**src/rtl/vga_frame_streamer.sv**
```systemverilog
// Streams a SRC_W x SRC_H RGB444 frame from a 1-cycle-latency BRAM as a 2^SCALE_SHIFT upscaled
// packet stream with sop/eop tags and a per-frame colour filter, through a credit-managed prefetch FIFO.
module vga_frame_streamer #(
    parameter int unsigned SRC_W       = 320,
    parameter int unsigned SRC_H       = 240,
    parameter int unsigned SCALE_SHIFT = 1,
    parameter int unsigned DEPTH       = 4,
    parameter int unsigned ADDR_W      = 17
) (
    input  logic              clk,
    input  logic              reset,
    input  logic              enable,
    input  logic [1:0]        filter_mode,
    output logic [ADDR_W-1:0] rd_addr,
    output logic              rd_en,
    input  logic [11:0]       rd_data,
    output logic [11:0]       out_data,
    output logic              start_p,
    output logic              end_p,
    output logic              out_valid,
    input  logic              vga_ready,
    output logic              underflow
);

    localparam int unsigned OUT_W = SRC_W << SCALE_SHIFT;
    localparam int unsigned OUT_H = SRC_H << SCALE_SHIFT;
    localparam int unsigned X_W   = $clog2(OUT_W);
    localparam int unsigned Y_W   = $clog2(OUT_H);
    localparam int unsigned PTR_W = $clog2(DEPTH);
    localparam int unsigned CNT_W = PTR_W + 1;
    localparam int unsigned OCC_W = CNT_W + 2;

    localparam logic [X_W-1:0] X_LAST = X_W'(OUT_W - 1);
    localparam logic [Y_W-1:0] Y_LAST = Y_W'(OUT_H - 1);
    localparam logic [Y_W-1:0] Y_REP  = Y_W'((1 << SCALE_SHIFT) - 1);

    typedef enum logic {IDLE, STREAM} state_t;

    typedef struct packed {
        logic        sop;
        logic        eop;
        logic [11:0] pix;
    } entry_t;

    state_t              state_q, state_d;
    logic [X_W-1:0]      x_q, x_d;
    logic [Y_W-1:0]      y_q, y_d;
    logic [ADDR_W-1:0]   base_q, base_d;
    logic [1:0]          mode_q, mode_d;

    logic                sop1_q, eop1_q, sop2_q, eop2_q, vld_q;
    logic [1:0]          mode1_q, mode2_q;

    entry_t              fifo_q [DEPTH];
    logic [PTR_W-1:0]    wr_ptr_q, rd_ptr_q;
    logic [CNT_W-1:0]    cnt_q;

    logic                issue_c, first_c, last_c, credit_c, pop_c, empty_c;
    logic [ADDR_W-1:0]   addr_c;
    logic [OCC_W-1:0]    occ_c, lim_c;
    entry_t              head_c;

    function automatic logic [11:0] apply_filter(input logic [1:0] mode, input logic [11:0] pix);
        logic [7:0] luma;
        logic [11:0] res;
        luma = 8'(5 * pix[11:8]) + 8'(9 * pix[7:4]) + 8'(2 * pix[3:0]);
        case (mode)
            2'd1:    res = {luma[7:4], luma[7:4], luma[7:4]};
            2'd2:    res = ~pix;
            default: res = pix;
        endcase
        return res;
    endfunction

    assign empty_c  = (cnt_q == '0);
    assign pop_c    = vga_ready & ~empty_c;
    assign first_c  = (x_q == '0) && (y_q == '0);
    assign last_c   = (x_q == X_LAST) && (y_q == Y_LAST);
    assign addr_c   = base_q + ADDR_W'(x_q >> SCALE_SHIFT);

    // Everything already committed (stored + both read stages) must fit once this cycle's pop leaves.
    assign occ_c    = OCC_W'(cnt_q) + OCC_W'(rd_en) + OCC_W'(vld_q);
    assign lim_c    = OCC_W'(DEPTH) + OCC_W'(pop_c);
    assign credit_c = (occ_c < lim_c);

    always_ff @(posedge clk or negedge reset) begin
        if (!reset) begin
            state_q <= IDLE;
            x_q     <= '0;
            y_q     <= '0;
            base_q  <= '0;
            mode_q  <= '0;
        end else begin
            state_q <= state_d;
            x_q     <= x_d;
            y_q     <= y_d;
            base_q  <= base_d;
            mode_q  <= mode_d;
        end
    end

    always_comb begin
        state_d = state_q;
        x_d     = x_q;
        y_d     = y_q;
        base_d  = base_q;
        mode_d  = mode_q;
        issue_c = 1'b0;

        case (state_q)
            IDLE: begin
                if (enable && credit_c) begin
                    issue_c = 1'b1;
                    state_d = STREAM;
                end
            end
            STREAM: begin
                issue_c = credit_c;
            end
            default: state_d = IDLE;
        endcase

        if (issue_c) begin
            if (first_c) begin
                mode_d = filter_mode;
            end
            if (x_q == X_LAST) begin
                x_d = '0;
                if (y_q == Y_LAST) begin
                    y_d    = '0;
                    base_d = '0;
                    if (!enable) begin
                        state_d = IDLE;
                    end
                end else begin
                    y_d = y_q + 1'b1;
                    // Source line advances only after its last replicated output line.
                    if ((y_q & Y_REP) == Y_REP) begin
                        base_d = base_q + ADDR_W'(SRC_W);
                    end
                end
            end else begin
                x_d = x_q + 1'b1;
            end
        end
    end

    // Read issue stage and BRAM return stage, carrying tags and the frame's filter mode.
    always_ff @(posedge clk or negedge reset) begin
        if (!reset) begin
            rd_en   <= 1'b0;
            rd_addr <= '0;
            sop1_q  <= 1'b0;
            eop1_q  <= 1'b0;
            mode1_q <= '0;
            vld_q   <= 1'b0;
            sop2_q  <= 1'b0;
            eop2_q  <= 1'b0;
            mode2_q <= '0;
        end else begin
            rd_en <= issue_c;
            if (issue_c) begin
                rd_addr <= addr_c;
                sop1_q  <= first_c;
                eop1_q  <= last_c;
                mode1_q <= mode_d;
            end
            vld_q   <= rd_en;
            sop2_q  <= sop1_q;
            eop2_q  <= eop1_q;
            mode2_q <= mode1_q;
        end
    end

    always_ff @(posedge clk or negedge reset) begin
        if (!reset) begin
            for (int i = 0; i < int'(DEPTH); i++) begin
                fifo_q[i] <= '0;
            end
            wr_ptr_q  <= '0;
            rd_ptr_q  <= '0;
            cnt_q     <= '0;
            underflow <= 1'b0;
        end else begin
            if (vld_q) begin
                fifo_q[wr_ptr_q] <= '{sop: sop2_q, eop: eop2_q, pix: apply_filter(mode2_q, rd_data)};
                wr_ptr_q         <= wr_ptr_q + 1'b1;
            end
            if (pop_c) begin
                rd_ptr_q <= rd_ptr_q + 1'b1;
            end
            cnt_q <= cnt_q + CNT_W'(vld_q) - CNT_W'(pop_c);
            if (vga_ready && empty_c) begin
                underflow <= 1'b1;
            end
        end
    end

    assign head_c    = fifo_q[rd_ptr_q];
    assign out_valid = ~empty_c;
    assign out_data  = empty_c ? 12'h000 : head_c.pix;
    assign start_p   = ~empty_c & head_c.sop;
    assign end_p     = ~empty_c & head_c.eop;

endmodule

```
**config.mk**
```make
export PLATFORM = sky130hd
export DESIGN_NAME = vga_frame_streamer
export DESIGN_NICKNAME = d
export VERILOG_FILES = /design/src/rtl/vga_frame_streamer.sv
export SDC_FILE = /design/constraint.sdc
export NUM_CORES = 1
export LEC_CHECK = 0
export ABC_AREA = 0
export BUFFER_PORTS_ARGS = -buffer_cell sky130_fd_sc_hd__buf_4
export CORE_MARGIN = 1
export CORE_UTILIZATION = 55
export CTS_CLUSTER_DIAMETER = 60
export CTS_CLUSTER_SIZE = 10
export DETAILED_ROUTE_END_ITERATION = 8
export HOLD_SLACK_MARGIN = 0.02
export PLACE_DENSITY = 0.81
export SLEW_MARGIN = 5
export SYNTH_ARGS = -nofsm -noshare
export SYNTH_HDL_FRONTEND = slang
export SYNTH_SLANG_ARGS = --single-unit
```
**constraint.sdc**
```tcl
create_clock -name clk -period 2.5 [get_ports clk]
set_input_delay 0.75 -clock clk [delete_from_list [all_inputs] [get_ports clk]]
set_output_delay 0.75 -clock clk [all_outputs]
set_load 0.02 [all_outputs]
```
==> flow_summary.toml, run 1 <==
[routing]
vias_per_cell = 6.076
routedWlPerCell_um = 19.14
vias = 5687
drt.antenna.violating_nets = 0
drc_errors = 0
initialDrtViolationCount = 426
wirelength_um = 17910
drtPass1Iterations = 5

[cts]
cts.clk_slew.worst_paths_ns = 0.06
numClockSinks = 124
cts_htree_levels = 4
holdBufCountCts = 0
clk_latency_ns = 0.43
clockRootBuffer = "clkbuf_16"
cts_buffers = 17
cts_tree = "built"
cts_buffer_depth = 2

[global_routing]
grt_pass1_vias = 5877
globalRouteTotalUtil = 0.2945
grt_pass1_wl_um = 29240
overflow = 0
grt_max_degree = 40
antenna_found_initial = 0

[sta]
fin_hold_ws_ns = 0.2730
tightestPinTransition_ns = 0.9961
fin_crit_sh = 1.502
report.final.setup_viol = 62
hold_viol = 0
setup_slack_ns = -1.255
fin_setup_tns_ns = -52.84
fin_crit_ns = 3.755
fmax_ghz = 0.2663
rsz0062_at_grt = "true"
drv_slew = 0
relSlewSlack = 0.3343
fin_worst_skew_ns = 0.007392

[final_layout]
stdcell_count = 936
diodes = 0
fillers = 781
final_core_util = 0.7265
final_area_sq_mm = 0.008726
area_growth_pct = 28.55
drive_above_1_share = 0.2839
final_nets = 837

[yosys]
syn_area_per_cell_sq_um = 9.767
yosysMostFrequentCell = "nand2_1"
synth_compound_gate_area_share = 0.1443
yosysSeqAreaShare = 0.4571
yosysTopAreaCellShare = 0.4571
synth-seq-cells = 124
syn_inst = 695
yosys-top-cells-count = "nand2_1 (132), dfrtp_1 (124), inv_1 (54)"
synthFlopType = "dfrtp_1"
synthSimpleGateAreaFrac = 0.1677
synth_area_leaders = "dfrtp_1 (46%), nand2_1 (7.3%), ha_1 (6.3%)"
synth_edf_count = 0
syn_nets = 756
synth_top_family_by_area = "simple AND/OR/NAND/NOR gates"
ys_warn_count = 0
synth_xor_area_frac = 0.02839
ys_types = 51
synth-adder-area-share = 0.08922
synthArstFlopShare = 1.000
synth_top_area_cell = "dfrtp_1"
synth_area_sq_mm = 0.006788
synth.mux.area_fraction = 0.05917

[floorplan]
die-height_um = 113.1
dieArea_sq_mm = 0.01279
ioPinCount = 52
die_w_um = 113.1
coreArea_sq_mm = 0.01201
start_util = 0.5651
rows = 40

[worst_setup_path]
worstSetupPathType = "in -> reg"
crit_fanout = 4
cp.required_ns = 2.80
worstSetupStartpoint = "rd_data[4]"
start_kind = "input port"
cp_data_arrival_time_ns = 4.06
worstReg2RegStart = "rd_en"
crit_path_end_kind = "register"

[power]
p_per_area_mw_per_mm2 = 1206
leakage_nw = 4.017
finalPower_mw = 10.52
ir_drop_v = 0.0006596

[placement]
hpwlAfterDp_um = 11480
placed_cells = 897
port_buffers = 51
place_area_sq_mm = 0.007705
gp_congestion = 0.8394
dp_slack_ns = -1.634

[outcome]
status = "complete, but fails checks"
violations = "negative setup slack"

[flow_run]
drv_cap = 0

[min_path]
min_path_type = "in -> async"
==> final timing paths <==
check                                  end  slack, ns  cells past startpoint
worst max-delay path            fifo_q[30]      -1.25                     14
max in group asynchronous        fifo_q[7]       1.48                      3
worst max register to register      y_q[8]       0.08                      9
worst min register to register      sop2_q       0.38                      0
worst min-delay path            fifo_q[47]       0.27                      1
min in group clk                    sop2_q       0.38                      0
==> flip-flops by register name, indices dropped and copies added, names as in the netlist, 3 cells and up <==
name     flops
base_q      11
rd_addr     17
fifo_q      56
y_q          9
cnt_q        3
x_q         10
==> where the power goes <==
part | internal [mW] | total (mW) | switching (mW)
clock | 1.62 | 2.52 | 0.899
sequential | 2.59 | 3.00 | 0.414
combinational | 2.29 | 5.01 | 2.72
total | 6.49 | 10.5 | 4.03
==> cell families after synthesis <==
| kind of cell | after synthesis |
|---|---|
| buffers and inverters | 94 |
| adder cells (fa/ha/maj) | 43 |
| XOR/XNOR | 22 |
| flip-flops | 124 |
| multiplexers | 22 |
| AND/OR/NAND/NOR | 238 |
| AO/OA/AOI/OAI | 152 |
==> worst max-delay path: stages <==
cell and delay, ns:
buf_8 0.10, ha_4 0.23, ha_4 0.25, inv_2 0.03, fa_1 0.45, fa_1 0.49
inv_1 0.04, ha_1 0.26, nand4_1 0.16, o31ai_4 0.39, mux2i_2 0.29, buf_4 0.18
a221oi_4 0.10, o31ai_2 0.32
==> routing by layer <==
| layer | vias up | share of wire | global-route usage |
|---|---|---|---|
| li1 | 2565 | - | - |
| met1 | 2860 | 0.39 | 0.3543 |
| met2 | 222 | 0.53 | 0.5219 |
| met3 | 40 | 0.054 | 0.05838 |
| met4 | 0 | 0.022 | 0.1140 |
| met5 | - | 0 | 0 |
==> cell type report <==
cell class / instances / area (sq um) / share of cell area
clock inverters: 10 / 140.1 / 0.01606
repair buffers: 99 / 877.1 / 0.1005
inverters: 56 / 210.2 / 0.02409
clock buffers: 22 / 464.2 / 0.05320
multi-input cells: 478 / 3745 / 0.4292
well taps: 147 / 183.9 / 0.02108
flip-flops and latches: 124 / 3105 / 0.3559
==> repair_timing <==
| action | in CTS | in global routing |
|---|---|---|
| endpoints found under the setup margin | 67 | 92 |
| pin swaps | 29 | 17 |
| setup buffers | 6 | 1 |
| cloned | 1 | 1 |
| resized for setup | 53 | 29 |
==> placed cells by master, fill, tap and decap left out, drive strengths merged, types with 13 or more instances in the layout <==
master,n
xor2,13
dfrtp,124
and2,20
clkbuf,22
inv,56
o31ai,47
a21oi,20
nor2b,16
buf,99
o21ai,55
nor3,15
nand2,132
ha,34
nor2,15
mux4,14
Power figures use the tool's default switching activity.
==> run 2, diff against run 1 <==
--- a/config.mk
+++ b/config.mk
@@ -13,7 +13,8 @@
 export CTS_CLUSTER_SIZE = 10
 export DETAILED_ROUTE_END_ITERATION = 8
 export HOLD_SLACK_MARGIN = 0.02
-export PLACE_DENSITY = 0.81
+export PLACE_DENSITY = 0.83
+export SKIP_LAST_GASP = 1
 export SLEW_MARGIN = 5
 export SYNTH_ARGS = -nofsm -noshare
 export SYNTH_HDL_FRONTEND = slang
==> constraint.sdc (replaced) <==
create_clock -name clk -period 2.5 [get_ports clk]
set_input_delay 0.375 -clock clk [delete_from_list [all_inputs] [get_ports clk]]
set_output_delay 0.375 -clock clk [all_outputs]
set_load 0.02 [all_outputs]
==> flow_summary.toml, run 2 (synthesis results as in run 1) <==
[outcome]
status = "complete, but fails checks"
violations = "negative setup slack"

[power]
p_per_area_mw_per_mm2 = 1162
seqPwrFrac = 0.302
p_switching_mw = 3.884
combPwrFrac = 0.451
leakage_nw = 3.920
ir_drop_v = 0.0007090
sw_frac_of_total = 0.3919
internal_power_mw = 6.027
clkPwrFrac = 0.247

[cts]
clockRootBuffer = "clkbuf_16"
cts_tree = "built"
clk_latency_ns = 0.42
cts_buffer_depth = 2
cts_htree_levels = 4
cts_buffers = 17
cts.clk_slew.worst_paths_ns = 0.05
numClockSinks = 124

[placement]
hpwlAfterDp_um = 11460
placed_cells = 891
dp_slack_ns = -1.304
gp_congestion = 0.8126
port_buffers = 51
place_area_sq_mm = 0.007622

[min_path]
hold_depth = 2
min_path_type = "in -> reg"

[routing]
drc_errors = 0
initialDrtViolationCount = 529
drtPass1Iterations = 5
drt.antenna.violating_nets = 0
vias_per_cell = 6.074
routedWlPerCell_um = 18.93
wirelength_um = 17590
vias = 5643

[global_routing]
grt_pass1_wl_um = 28700
grt_pass1_vias = 5859
grt_max_degree = 48
antenna_found_initial = 0
globalRouteTotalUtil = 0.2895
overflow = 0

[worst_setup_path]
worstSetupPathType = "in -> reg"
worstSetupStartpoint = "rd_data[4]"
endpoint = "fifo_q[5]"
crit_fanout = 4
rr_worst_depth = 9
cp_data_arrival_time_ns = 3.60
reg2reg_slack_ns = 0.07
slowest_delay_ns = 0.48
reg2reg_to = "y_q[8]"
crit_path_end_kind = "register"
cp.required_ns = 2.79
cp_cell_sequence = "buf_8 -> ha_4 -> ha_4 -> inv_2 -> fa_1 -> fa_1 -> inv_1 -> ha_1 -> nand4_1 -> o31ai_4 -> buf_6 -> xor2_4 -> a221oi_4 -> o31ai_1"
start_kind = "input port"
worstReg2RegStart = "rd_en"
slowest_stage = "fa_1"

[floorplan]
die-height_um = 113.1
dieArea_sq_mm = 0.01279
coreArea_sq_mm = 0.01201
start_util = 0.5651
rows = 40
ioPinCount = 52
die_w_um = 113.1

[sta]
hold_viol = 0
rsz0062_at_grt = "true"
relSlewSlack = 0.3243
setup_slack_ns = -0.8075
tightestPinTransition_ns = 1.011
fin_crit_ns = 3.307
fin_crit_sh = 1.323
drv_slew = 0
report.final.setup_viol = 48
fmax_ghz = 0.3023
fin_worst_skew_ns = 0.01033

[final_layout]
drive_above_1_share = 0.2455
largest_reg_flops = 56
final_area_sq_mm = 0.008531
final_cell_mix = "nand2_1 (132), dfrtp_1 (123), buf_4 (87), inv_1 (51), o21ai_1 (38)"
final_common_cell = "nand2_1"
fillers = 824
area_growth_pct = 25.68
final_nets = 831
regArea_sq_mm = 0.003104
final_core_util = 0.7102
multi_input_area_sq_mm = 0.003700
stdcell_count = 929
top_register = "fifo_q"
diodes = 0
reg_top3 = "fifo_q: 56 flops, rd_addr: 17 flops, base_q: 11 flops"

[flow_run]
drv_cap = 0
run 2: cell types whose count changed in the layout (fill, tap and decap cells not counted), sizes merged:
| cell | delta |
|---|---|
| bufinv | -1 |
| mux2 | -1 |
| dlygate4sd3 | +1 |
| clkinvlp | -3 |
| clkbuf | +3 |
| buf | -6 |
run 2: per-layer routing:
layer / vias to the layer above / share of wire / global-route usage
met2: 262 / 0.52 / 0.5018
li1: 2558 / - / -
met3: 66 / 0.062 / 0.07177
met4: 0 / 0.032 / 0.1228
met5: - / 0 / 0
met1: 2757 / 0.39 / 0.3445
run 2: through the flow:
| step | hold WS, ns | TNS [ns] | total power, mW |
|---|---|---|---|
| floorplan | 0.07941 | -37.17 | 5.653 |
| detailed placement | 0.3271 | -54.15 | 6.984 |
| finish | 0.1999 | -35.48 | 9.912 |
| global placement | 0.3165 | -50.15 | 6.725 |
| CTS | 0.1884 | -29.23 | 9.647 |
| global route | 0.1927 | -39.53 | 10.42 |
run 2: worst min path at each step:
stage	startpoint	endpoint
detailed placement	reset	fifo_q[9]
finish	filter_mode[0]	mode_q[0]
global placement	reset	fifo_q[51]
CTS	filter_mode[0]	mode_q[0]
global route	filter_mode[0]	mode_q[0]
floorplan	reset	base_q[10]
run 2: final cells by class:
class / count / area share
clock buffers: 25 / 0.05925
clock inverters: 6 / 0.009827
inverters: 56 / 0.02464
multi-input cells: 477 / 0.4337
flip-flops and latches: 124 / 0.3639
well taps: 147 / 0.02156
repair buffers: 94 / 0.08712
run 2: critical path, delay by kind of cell:
family	cells	cell delay (ns)
compound gates	3	0.75
xor+xnor	1	0.28
fa+ha+maj	5	1.67
buf+inv	4	0.33
simple gates	1	0.17
run 2: repair_timing:
| item | 4_1_cts | 5_1_grt |
|---|---|---|
| setup endpoints to repair | 54 | 60 |
| resized for setup | 20 | 21 |
| endpoints found under the hold margin | 26 | 0 |
| buffers inserted | 4 | 3 |
| pin swaps | 27 | 20 |
| hold buffers | 1 | 0 |
run 2: power groups by stage:
stage	logic, mW	clock network [mW]	registers [mW]
after floorplan	2.75	0	2.90
after global placement	3.79	0	2.93
after detailed placement	4.00	0	2.99
after CTS	4.23	2.45	2.97
after global routing	4.83	2.54	3.05
final	4.47	2.44	3.00
